## config.mk

```make
export PLATFORM = sky130hd
export DESIGN_NAME = regfile_write_demux
export DESIGN_NICKNAME = d
export VERILOG_FILES = /design/src/rtl/regfile_write_demux.sv
export SDC_FILE = /design/constraint.sdc
export NUM_CORES = 1
export LEC_CHECK = 0
export ABC_AREA = 1
export BUFFER_PORTS_ARGS = -buffer_cell sky130_fd_sc_hd__buf_2
export CAP_MARGIN = 20
export CORE_UTILIZATION = 55
export CTS_CLUSTER_DIAMETER = 60
export DETAILED_ROUTE_END_ITERATION = 10
export PLACE_DENSITY = 0.81
export SLEW_MARGIN = 20
export SYNTH_ARGS = -nofsm -noshare
export SYNTH_HDL_FRONTEND = slang
export SYNTH_SLANG_ARGS = --single-unit
```

## constraint.sdc

```tcl
create_clock -name clk -period 5.53 [get_ports clk]
set_input_delay 0.2765 -clock clk [delete_from_list [all_inputs] [get_ports clk]]
set_output_delay 0.2765 -clock clk [all_outputs]
set_load 0.05 [all_outputs]
```

## src/rtl/regfile_write_demux.sv

```systemverilog
// regfile_write_demux: queues register-file write-back requests and drains them one per cycle onto a one-hot enable bus
//   clk, reset_n          clock; asynchronous active-low reset
//   in_valid/in_ready     write request handshake carrying in_addr/in_data
//   rf_hold               register file busy; blocks draining
//   wr_en/wr_addr/wr_data registered write issued to the register file
//   pending               per-register "write in flight" bits
//   q_addr/q_hit/q_data   combinational bypass lookup of the youngest in-flight value
module regfile_write_demux #(
   parameter int ADDR_W   = 5,
   parameter int DATA_W   = 32,
   parameter int ZERO_REG = 31
) (
   input  logic                 clk,
   input  logic                 reset_n,
   input  logic                 in_valid,
   output logic                 in_ready,
   input  logic [ADDR_W-1:0]    in_addr,
   input  logic [DATA_W-1:0]    in_data,
   input  logic                 rf_hold,
   output logic [2**ADDR_W-1:0] wr_en,
   output logic [ADDR_W-1:0]    wr_addr,
   output logic [DATA_W-1:0]    wr_data,
   output logic [2**ADDR_W-1:0] pending,
   input  logic [ADDR_W-1:0]    q_addr,
   output logic                 q_hit,
   output logic [DATA_W-1:0]    q_data
);
   localparam int N = 2**ADDR_W;
   localparam logic [ADDR_W-1:0] ZA = ADDR_W'(ZERO_REG);

   // decode that never asserts the hard-wired zero register
   function automatic logic [N-1:0] dec(input logic [ADDR_W-1:0] a);
      return (a == ZA) ? '0 : {{(N-1){1'b0}}, 1'b1} << a;
   endfunction

   logic [1:0]        count;
   logic [ADDR_W-1:0] e_addr [2];
   logic [DATA_W-1:0] e_data [2];
   logic              push, pop;

   // entry 0 is always the head; entry 1 is valid only when count == 2
   assign in_ready = (count != 2'd2);
   assign push     = in_valid && in_ready;
   assign pop      = (count != 2'd0) && !rf_hold;

   always_ff @(posedge clk or negedge reset_n) begin
      if (!reset_n) begin
         count     <= 2'd0;
         wr_en     <= '0;
         wr_addr   <= '0;
         wr_data   <= '0;
         e_addr[0] <= '0;
         e_addr[1] <= '0;
         e_data[0] <= '0;
         e_data[1] <= '0;
      end else begin
         count <= count + 2'(push) - 2'(pop);
         wr_en <= pop ? dec(e_addr[0]) : '0;
         if (pop) begin
            wr_addr   <= e_addr[0];
            wr_data   <= e_data[0];
            // push into a single-entry queue while it drains lands directly at the head
            e_addr[0] <= (push && count == 2'd1) ? in_addr : e_addr[1];
            e_data[0] <= (push && count == 2'd1) ? in_data : e_data[1];
         end else if (push) begin
            e_addr[count[0]] <= in_addr;
            e_data[count[0]] <= in_data;
         end
      end
   end

   assign pending = (count != 2'd0 ? dec(e_addr[0]) : '0)
                  | (count == 2'd2 ? dec(e_addr[1]) : '0)
                  | wr_en;

   assign q_hit  = pending[q_addr];
   // youngest first: queue tail, queue head, then the output stage
   assign q_data = !q_hit ? '0
                 : (count == 2'd2 && e_addr[1] == q_addr) ? e_data[1]
                 : (count != 2'd0 && e_addr[0] == q_addr) ? e_data[0]
                 : wr_data;
endmodule

```

==> impl_metrics.csv, run 1 <==
group,metric,value,unit
synth,yosys_warnings,0,
placement,portBuffers,180,
drt,initialDrtViolationCount,638,
worst_setup_path,worstSetupEndpointType,"primary output",
cts,cts_inserted_buffers,17,
cts,cts_tree,"built",
drt,route.vias.total,7260,
die,io-pin-count,181,
die,die-area,14500,um^2
grt,global_route_wire_length_before_repair,33900,um
layout,filler_cell_count,1140,
sta,rsz0062_at_grt,"no",
synth,synthCells,916,
cts,clock_latency,0.42,ns
drt,detailedRoute.firstPassIterationCount,6,
cts,cts.repair_timing.setup_buffer_count,0,
worst_setup_path,cp_data_arrival_time,3.12,ns
power_and_ir_drop,pwr_density_cell,651,nW/um^2
die,die_h,120,um
sta,layout_worst_path_cycle_share,0.614,
sta,skew,0.00446,ns
cts,h-tree-depth,4,
synth,syn_area,7720,um^2
cts,postCtsResizedCells,0,
worst_setup_path,cp_data_required_time,5.25,ns
synth,synth.distinct_cells,38,
worst_setup_path,critical_path.max_fanout,33,
cts,cts_max_path_buffers,2,
worst_setup_path,r2r_slack,2.72,ns
sta,finalWorstPathRequiredPeriod,3.40,ns
die,core_area,13500,um^2
sta,slew_violations,0,
worst_setup_path,reg2reg_to,"e_data[55]",
drt,via_per_inst,5.81,
layout,nets,1113,
worst_hold_path,min_path_cells,2,
drt,detail_route.drc_violations,0,
layout,area_growth_syn_to_layout,18.9,%
status,outcome,"completed",
worst_setup_path,startpoint_type,"register",
cts,cts.sink_count,145,
grt,grt_start_max_net_pins,77,
die,die_w,120,um
worst_hold_path,hold_path_end,"e_data[11]",
grt,grtUsageTotal,0.302,
drt,ant_nets,0,
drt,wirelength,21100,um
sta,setup_tns,0,ns
grt,grt_overflow,0,
layout,final_util,0.682,
sta,tightestPinTransition,1.05,ns
worst_hold_path,source_of_the_worst_hold_timing_path,"in_data[11]",
worst_hold_path,min_path_type,"input pin to register",
sta,final-hold-violation-count,0,
layout,antenna_cells,0,
drt,wl_per_cell,16.9,um
synth,syn_nets,966,
worst_setup_path,category_of_the_most_critical_setup_path,"register to primary output",
die,placement_rows,42,
worst_setup_path,worst_r2r_startpoint,"count[0]",
placement,placedInstanceArea,8610,um^2
worst_setup_path,reg2regPathDepth,8,
power_and_ir_drop,irDropWorstVdd,0.000377,V
cts,clk_transition_reported_paths,0.06,ns
job,max_cap_violations,0,
power_and_ir_drop,power.leakage,4.64,nW
layout,post_route_cells_drive_above_1_share,0.271,
synth,post_synth.cell_area_avg,8.43,um^2
synth,seq_area_frac_synth,0.470,
cts,clk_root_buffer_cell,"sky130_fd_sc_hd__clkbuf_16",
sta,worst_slew_margin_rel,0.299,
placement,gp_congestion,0.987,
sta,max_clock_freq,295,MHz
die,floorplan.initialDensity,0.574,
grt,grt_antenna_before_repair,0,
grt,first_global_vias,6636,
synth,ys_seq_elements,145,
placement,detailed_place_hpwl,14100,um
sta,setup-violations-final,0,
layout,final_instance_area,9180,um^2
-- through the flow --
step	setup slack, ns	hold WS (ns)	power (W)	cells
5_1_grt	1.90	0.0875	0.00633	1249
3_3_place_gp	2.55	0.346	0.00479	1219
3_5_place_dp	2.49	0.352	0.00485	1219
6_report	2.13	0.101	0.00597	1249
4_1_cts	2.17	0.0872	0.00597	1249
2_1_floorplan	2.59	-0.0191	0.00416	916
-- synth_stat cells --
| cell | instances | share of area |
|---|---|---|
| sky130_fd_sc_hd__clkinv_1 | 1 | 0.00049 |
| sky130_fd_sc_hd__a21oi_1 | 47 | 0.030 |
| sky130_fd_sc_hd__inv_1 | 95 | 0.046 |
| sky130_fd_sc_hd__xnor2_1 | 2 | 0.0023 |
| sky130_fd_sc_hd__o22ai_1 | 6 | 0.0049 |
| sky130_fd_sc_hd__inv_2 | 6 | 0.0029 |
| sky130_fd_sc_hd__nor3_2 | 2 | 0.0026 |
| sky130_fd_sc_hd__buf_1 | 3 | 0.0015 |
| sky130_fd_sc_hd__clkbuf_1 | 24 | 0.012 |
| sky130_fd_sc_hd__nand3_1 | 75 | 0.049 |
| sky130_fd_sc_hd__buf_6 | 5 | 0.0073 |
| sky130_fd_sc_hd__conb_1 | 1 | 0.00049 |
| sky130_fd_sc_hd__o21bai_1 | 1 | 0.00097 |
| sky130_fd_sc_hd__o21ai_1 | 9 | 0.0058 |
| sky130_fd_sc_hd__nand3_2 | 3 | 0.0039 |
| sky130_fd_sc_hd__ha_1 | 4 | 0.0065 |
| sky130_fd_sc_hd__nor3_4 | 1 | 0.0021 |
| sky130_fd_sc_hd__nor3_1 | 2 | 0.0013 |
| sky130_fd_sc_hd__nor2_4 | 5 | 0.0073 |
| sky130_fd_sc_hd__a221oi_2 | 2 | 0.0039 |
| sky130_fd_sc_hd__buf_2 | 21 | 0.014 |
| sky130_fd_sc_hd__nand2_1 | 152 | 0.074 |
| sky130_fd_sc_hd__o211ai_1 | 32 | 0.031 |
| sky130_fd_sc_hd__nand4_2 | 1 | 0.0016 |
| sky130_fd_sc_hd__nor2_1 | 80 | 0.039 |
| sky130_fd_sc_hd__buf_4 | 6 | 0.0058 |
| sky130_fd_sc_hd__a221oi_1 | 32 | 0.036 |
| sky130_fd_sc_hd__a22oi_1 | 5 | 0.0049 |
| sky130_fd_sc_hd__o21ai_0 | 69 | 0.045 |
| sky130_fd_sc_hd__nand2_4 | 2 | 0.0029 |
| sky130_fd_sc_hd__mux2_2 | 32 | 0.047 |
| sky130_fd_sc_hd__dfrtp_1 | 145 | 0.47 |
| sky130_fd_sc_hd__nand3b_1 | 1 | 0.00097 |
| sky130_fd_sc_hd__nor2_2 | 17 | 0.014 |
| sky130_fd_sc_hd__nor2_8 | 1 | 0.0026 |
| sky130_fd_sc_hd__nand4_1 | 24 | 0.019 |
| sky130_fd_sc_hd__xor2_1 | 1 | 0.0011 |
| sky130_fd_sc_hd__clkbuf_2 | 1 | 0.00065 |
-- critical path: stages (launching register included) --
cell and delay, ns:
sky130_fd_sc_hd__dfrtp_1 0.60, sky130_fd_sc_hd__clkinv_1 0.35, sky130_fd_sc_hd__nor2_1 0.28, sky130_fd_sc_hd__nand2_1 0.07, sky130_fd_sc_hd__nand3_1 0.12, sky130_fd_sc_hd__nand2_1 0.06, sky130_fd_sc_hd__nand2_1 0.07, sky130_fd_sc_hd__nand2_1 0.05
sky130_fd_sc_hd__nand2_1 0.08, sky130_fd_sc_hd__nand3_1 0.09, sky130_fd_sc_hd__nand3_2 0.11, sky130_fd_sc_hd__nand2_4 0.30, sky130_fd_sc_hd__nor2_1 0.20, sky130_fd_sc_hd__buf_2 0.30
-- logic make-up after synthesis --
logic type | share of synthesized area
buf+inv | 0.0901
mux | 0.0467
xor+xnor | 0.00340
flops | 0.470
other cells | 0.000486
fa+ha+maj | 0.00648
simple gates | 0.220
compound gates | 0.163
-- metal layers --
layer | part of all wire | up-vias | track usage
met4 | 0.022 | 0 | 0.115
met5 | 0 | - | 0
met1 | 0.43 | 3460 | 0.415
met3 | 0.083 | 39 | 0.0651
li1 | - | 3398 | -
met2 | 0.47 | 363 | 0.468
-- power breakdown --
group          leakage, nW  internal (W)  switching (W)
sequential            1.83       0.00148       0.000343
combinational         2.54      0.000839        0.00221
clock                0.267      0.000666       0.000438
-- area by class of cell --
cell class                      count  area, um^2  area share
Timing Repair Buffer              188         970       0.106
Clock buffer                       19         443      0.0483
Multi-Input combinational cell    609        3420       0.373
Inverter                          102         383      0.0417
Tap cell                          176         220      0.0240
Clock inverter                     10         115      0.0125
Sequential cell                   145        3630       0.395
-- sequential cells by signal, indices dropped and copies added, names as in the netlist --
register  count
e_data       64
wr_data      32
wr_en        32
e_addr       10
wr_addr       5
count         2
-- cell usage in the layout (no fill, tap or decap), types with 3 or more instances in the layout --
| cell type | instances |
|---|---|
| sky130_fd_sc_hd__dfrtp_1 | 145 |
| sky130_fd_sc_hd__inv_2 | 6 |
| sky130_fd_sc_hd__clkinv_2 | 3 |
| sky130_fd_sc_hd__nand4_1 | 24 |
| sky130_fd_sc_hd__ha_1 | 4 |
| sky130_fd_sc_hd__nand3_1 | 75 |
| sky130_fd_sc_hd__inv_1 | 95 |
| sky130_fd_sc_hd__nand3_2 | 3 |
| sky130_fd_sc_hd__nor2_4 | 5 |
| sky130_fd_sc_hd__nor2_1 | 79 |
| sky130_fd_sc_hd__nor2_2 | 18 |
| sky130_fd_sc_hd__o211ai_1 | 32 |
| sky130_fd_sc_hd__o21ai_1 | 9 |
| sky130_fd_sc_hd__nand2_1 | 151 |
| sky130_fd_sc_hd__buf_2 | 179 |
| sky130_fd_sc_hd__mux2_2 | 32 |
| sky130_fd_sc_hd__clkinvlp_4 | 3 |
| sky130_fd_sc_hd__o22ai_1 | 5 |
| sky130_fd_sc_hd__a22oi_1 | 5 |
| sky130_fd_sc_hd__clkbuf_16 | 17 |
| sky130_fd_sc_hd__a21oi_1 | 47 |
| sky130_fd_sc_hd__buf_4 | 7 |
| sky130_fd_sc_hd__o21ai_0 | 69 |
| sky130_fd_sc_hd__a221oi_1 | 32 |
-- worst max-delay path by stage --
stage / start / to / depth (start not counted)
6_report: e_addr[3] / q_data[23] / 13
4_1_cts: e_addr[3] / q_data[23] / 13
3_5_place_dp: q_addr[0] / q_data[22] / 9
3_3_place_gp: q_addr[0] / q_data[18] / 9
5_1_grt: e_addr[3] / q_data[21] / 13
2_1_floorplan: count[0] / q_data[14] / 14
-- timing repair --
action,4_1_cts,5_1_grt
endpoints found under the hold margin,75,0
hold buffers,1,0
endpoints found under the setup margin,0,0
(Power assumes the default switching activity.)
==> run 2, diff against run 1 <==
--- a/config.mk
+++ b/config.mk
@@ -5,13 +5,13 @@
 export SDC_FILE = /design/constraint.sdc
 export NUM_CORES = 1
 export LEC_CHECK = 0
-export ABC_AREA = 1
+export ABC_AREA = 0
 export BUFFER_PORTS_ARGS = -buffer_cell sky130_fd_sc_hd__buf_2
 export CAP_MARGIN = 20
-export CORE_UTILIZATION = 55
+export CORE_UTILIZATION = 49
 export CTS_CLUSTER_DIAMETER = 60
 export DETAILED_ROUTE_END_ITERATION = 10
-export PLACE_DENSITY = 0.81
+export PLACE_DENSITY = 0.77
 export SLEW_MARGIN = 20
 export SYNTH_ARGS = -nofsm -noshare
 export SYNTH_HDL_FRONTEND = slang
==> constraint.sdc (replaced) <==
create_clock -name clk -period 3.1 [get_ports clk]
set_input_delay 0.155 -clock clk [delete_from_list [all_inputs] [get_ports clk]]
set_output_delay 0.155 -clock clk [all_outputs]
set_load 0.05 [all_outputs]
==> impl_metrics.csv, run 2 <==
group,metric,value,unit
status,outcome,"finished with violations",
status,violations_in_the_final_reports,"setup timing",
drt,detail_route.drc_violations,0,
worst_setup_path,cp_data_arrival_time,3.10,ns
worst_setup_path,critical_path.max_fanout,9,
worst_setup_path,crit_family,"compound AO/OA/AOI/OAI gates",
placement,portBuffers,180,
die,floorplan.initialDensity,0.508,
sta,worst_slack,-0.154,ns
layout,layout_commonest_cell,"sky130_fd_sc_hd__buf_2",
drt,detailedRoute.firstPassIterationCount,5,
synth,share_of_the_synthesized_area_in_the_top_cell_type,0.463,
die,die_h,128,um
worst_setup_path,worstSetupEndpointType,"primary output",
die,die-area,16500,um^2
synth,synthMostInstantiatedCell,"sky130_fd_sc_hd__dfrtp_1",
sta,final-hold-violation-count,0,
layout,multi_input_area,4170,um^2
cts,clk_transition_reported_paths,0.06,ns
placement,gp_congestion,0.944,
synth,post_synth.cell_area_avg,9.94,um^2
grt,global_route_wire_length_before_repair,38400,um
sta,setup-violations-final,33,
drt,ant_nets,0,
layout,area_growth_syn_to_layout,37.7,%
worst_setup_path,cp_data_required_time,2.94,ns
power_and_ir_drop,post-layout-total-power,0.0119,W
synth,yosys_warnings,0,
sta,finalWorstPathRequiredPeriod,3.25,ns
sta,setup_tns,-2.97,ns
layout,layout_common_cells,"146 x sky130_fd_sc_hd__buf_2, 135 x sky130_fd_sc_hd__dfrtp_1, 132 x sky130_fd_sc_hd__nand2_1",
layout,seqCellArea,3640,um^2
layout,registers.top_by_ff_count,"e_data",
synth,syn_nets,838,
synth,synth.distinct_cells,69,
die,io-pin-count,181,
worst_setup_path,r2r_slack,0.70,ns
synth,synth_top_cells_by_area,"sky130_fd_sc_hd__dfrtp_1 46%, sky130_fd_sc_hd__nand2_1 6.4%, sky130_fd_sc_hd__mux2_2 5.3%",
layout,fin_cells,1240,
drt,via_per_inst,5.82,
power_and_ir_drop,pwr_density_cell,1100,nW/um^2
synth,syn_area,7840,um^2
cts,cts.sink_count,145,
cts,cts_inserted_buffers,17,
worst_setup_path,timing.critical_path.mode_cell,"sky130_fd_sc_hd__buf_12",
synth,ys_seq_elements,145,
drt,initialDrtViolationCount,601,
cts,clk_root_buffer_cell,"sky130_fd_sc_hd__clkbuf_16",
die,core_area,15400,um^2
cts,cts_max_path_buffers,2,
layout,post_route_cells_drive_above_1_share,0.391,
cts,clock_latency,0.42,ns
sta,worst_slew_margin_rel,0.469,
worst_setup_path,critPathBufInv,4,
sta,tightestPinTransition,0.797,ns
worst_setup_path,cp_cell_sequence,"buf_12 > nor4b_2 > a221o_2 > mux2i_2 > a311o_1 > o22ai_2 > o22ai_4 > buf_12 > buf_16 > a211oi_4 > buf_6",
cts,cts_tree,"built",
sta,finalHoldWorstSlack,0.0129,ns
drt,wl_per_cell,19.7,um
sta,layout_worst_path_cycle_share,1.05,
sta,rsz0062_at_grt,"yes",
worst_setup_path,critical-path-max-stage-delay,0.42,ns
synth,seq_area_frac_synth,0.463,
synth,top_cells_by_count_synth,"145 x sky130_fd_sc_hd__dfrtp_1, 133 x sky130_fd_sc_hd__nand2_1, 105 x sky130_fd_sc_hd__nor2_1",
sta,skew,0.00802,ns
grt,grt_start_max_net_pins,87,
drt,wirelength,24500,um
sta,max_clock_freq,307,MHz
worst_setup_path,category_of_the_most_critical_setup_path,"register to primary output",
synth,dominantRegCellSynth,"sky130_fd_sc_hd__dfrtp_1",
drt,route.vias.total,7217,
sta,slew_violations,0,
grt,grtUsageTotal,0.307,
cts,h-tree-depth,4,
worst_setup_path,startpoint_type,"register",
layout,filler_cell_count,1130,
layout,reg_top3,"e_data x64, wr_data x32, wr_en x32",
grt,first_global_vias,7143,
synth,ys_async_sr_fraction,1.00,
synth,synthCells,788,
worst_setup_path,cell_with_the_largest_stage_delay_on_the_worst_path,"sky130_fd_sc_hd__dfrtp_2",
placement,detailed_place_hpwl,15600,um
worst_hold_path,min_path_type,"input pin to register",
placement,dpl.cell_count,1149,
die,placement_rows,45,
grt,grt_overflow,0,
power_and_ir_drop,power.leakage,5.25,nW
synth,synth.largest_area_cell,"sky130_fd_sc_hd__dfrtp_1",
grt,grt_antenna_before_repair,1,
layout,largest_register_ff_count,64,
power_and_ir_drop,irDropWorstVdd,0.000695,V
synth,synth-edff-count,0,
job,max_cap_violations,0,
layout,nets,1065,
die,die_w,128,um
[run 2: routing by layer]
layer | vias to the layer above | routed length (um) | GRT usage
li1 | 3224 | - | -
met1 | 3509 | 10000 | 0.403
met2 | 420 | 11500 | 0.484
met3 | 64 | 2150 | 0.0827
met4 | 0 | 797 | 0.122
met5 | - | 0 | 0
[run 2: repair_timing]
item	in CTS	in global routing
cloned	2	0
setup buffers	17	5
gates resized for setup	107	14
pin swaps	8	9
hold endpoints to repair	116	0
setup endpoints to repair	33	33
hold buffers	34	0
[run 2: logic make-up after synthesis]
kind of cell,share of synthesized area
mux,0.0953
buf+inv,0.0631
xor+xnor,0.0134
simple gates,0.174
compound gates,0.185
flops,0.463
other cells,0.000479
fa+ha+maj,0.00639
[run 2: final cells by class]
class	count	area share
multi-input cells	563	0.386
flip-flops and latches	145	0.337
repair buffers	275	0.192
clock buffers	18	0.0407
well taps	211	0.0245
clock inverters	13	0.0141
inverters	13	0.00452
diodes	2	0.000464
[run 2: worst paths after layout]
path / cells after the start / end / startpoint
setup reg to reg: 8 / e_data[46] / count[0]
hold / removal: 2 / e_data[14] / in_data[14]
setup / recovery: 11 / q_data[23] / e_addr[6]
hold reg to reg: 2 / wr_addr[0] / wr_addr[0]
max in group asynchronous: 3 / e_data[12] / reset_n
min in group asynchronous: 2 / e_data[29] / reset_n
[run 2: per-stage QoR]
step	setup WS (ns)	cell area [um^2]	util
after floorplan	-0.0114	8080	-
after global placement	0.113	9190	0.596
after detailed placement	0.176	9190	0.596
after CTS	-0.0931	10700	0.693
after global routing	-0.220	10800	0.700
final	-0.154	10800	0.700
[run 2: where the power goes]
part           switching (W)  internal [W]  total [W]  leakage, nW
sequential          0.000730       0.00267    0.00340         1.81
clock               0.000848       0.00122    0.00207        0.286
combinational        0.00414       0.00228    0.00643         3.15
total                0.00572       0.00617     0.0119         5.25
[run 2: worst reg2reg max path, delay by kind of cell, from the launching register on]
kind / cells / cell delay (ns)
fa+ha+maj: 1 / 0.31
flops: 1 / 0.46
simple gates: 3 / 0.67
buf+inv: 2 / 0.52
compound gates: 2 / 0.36
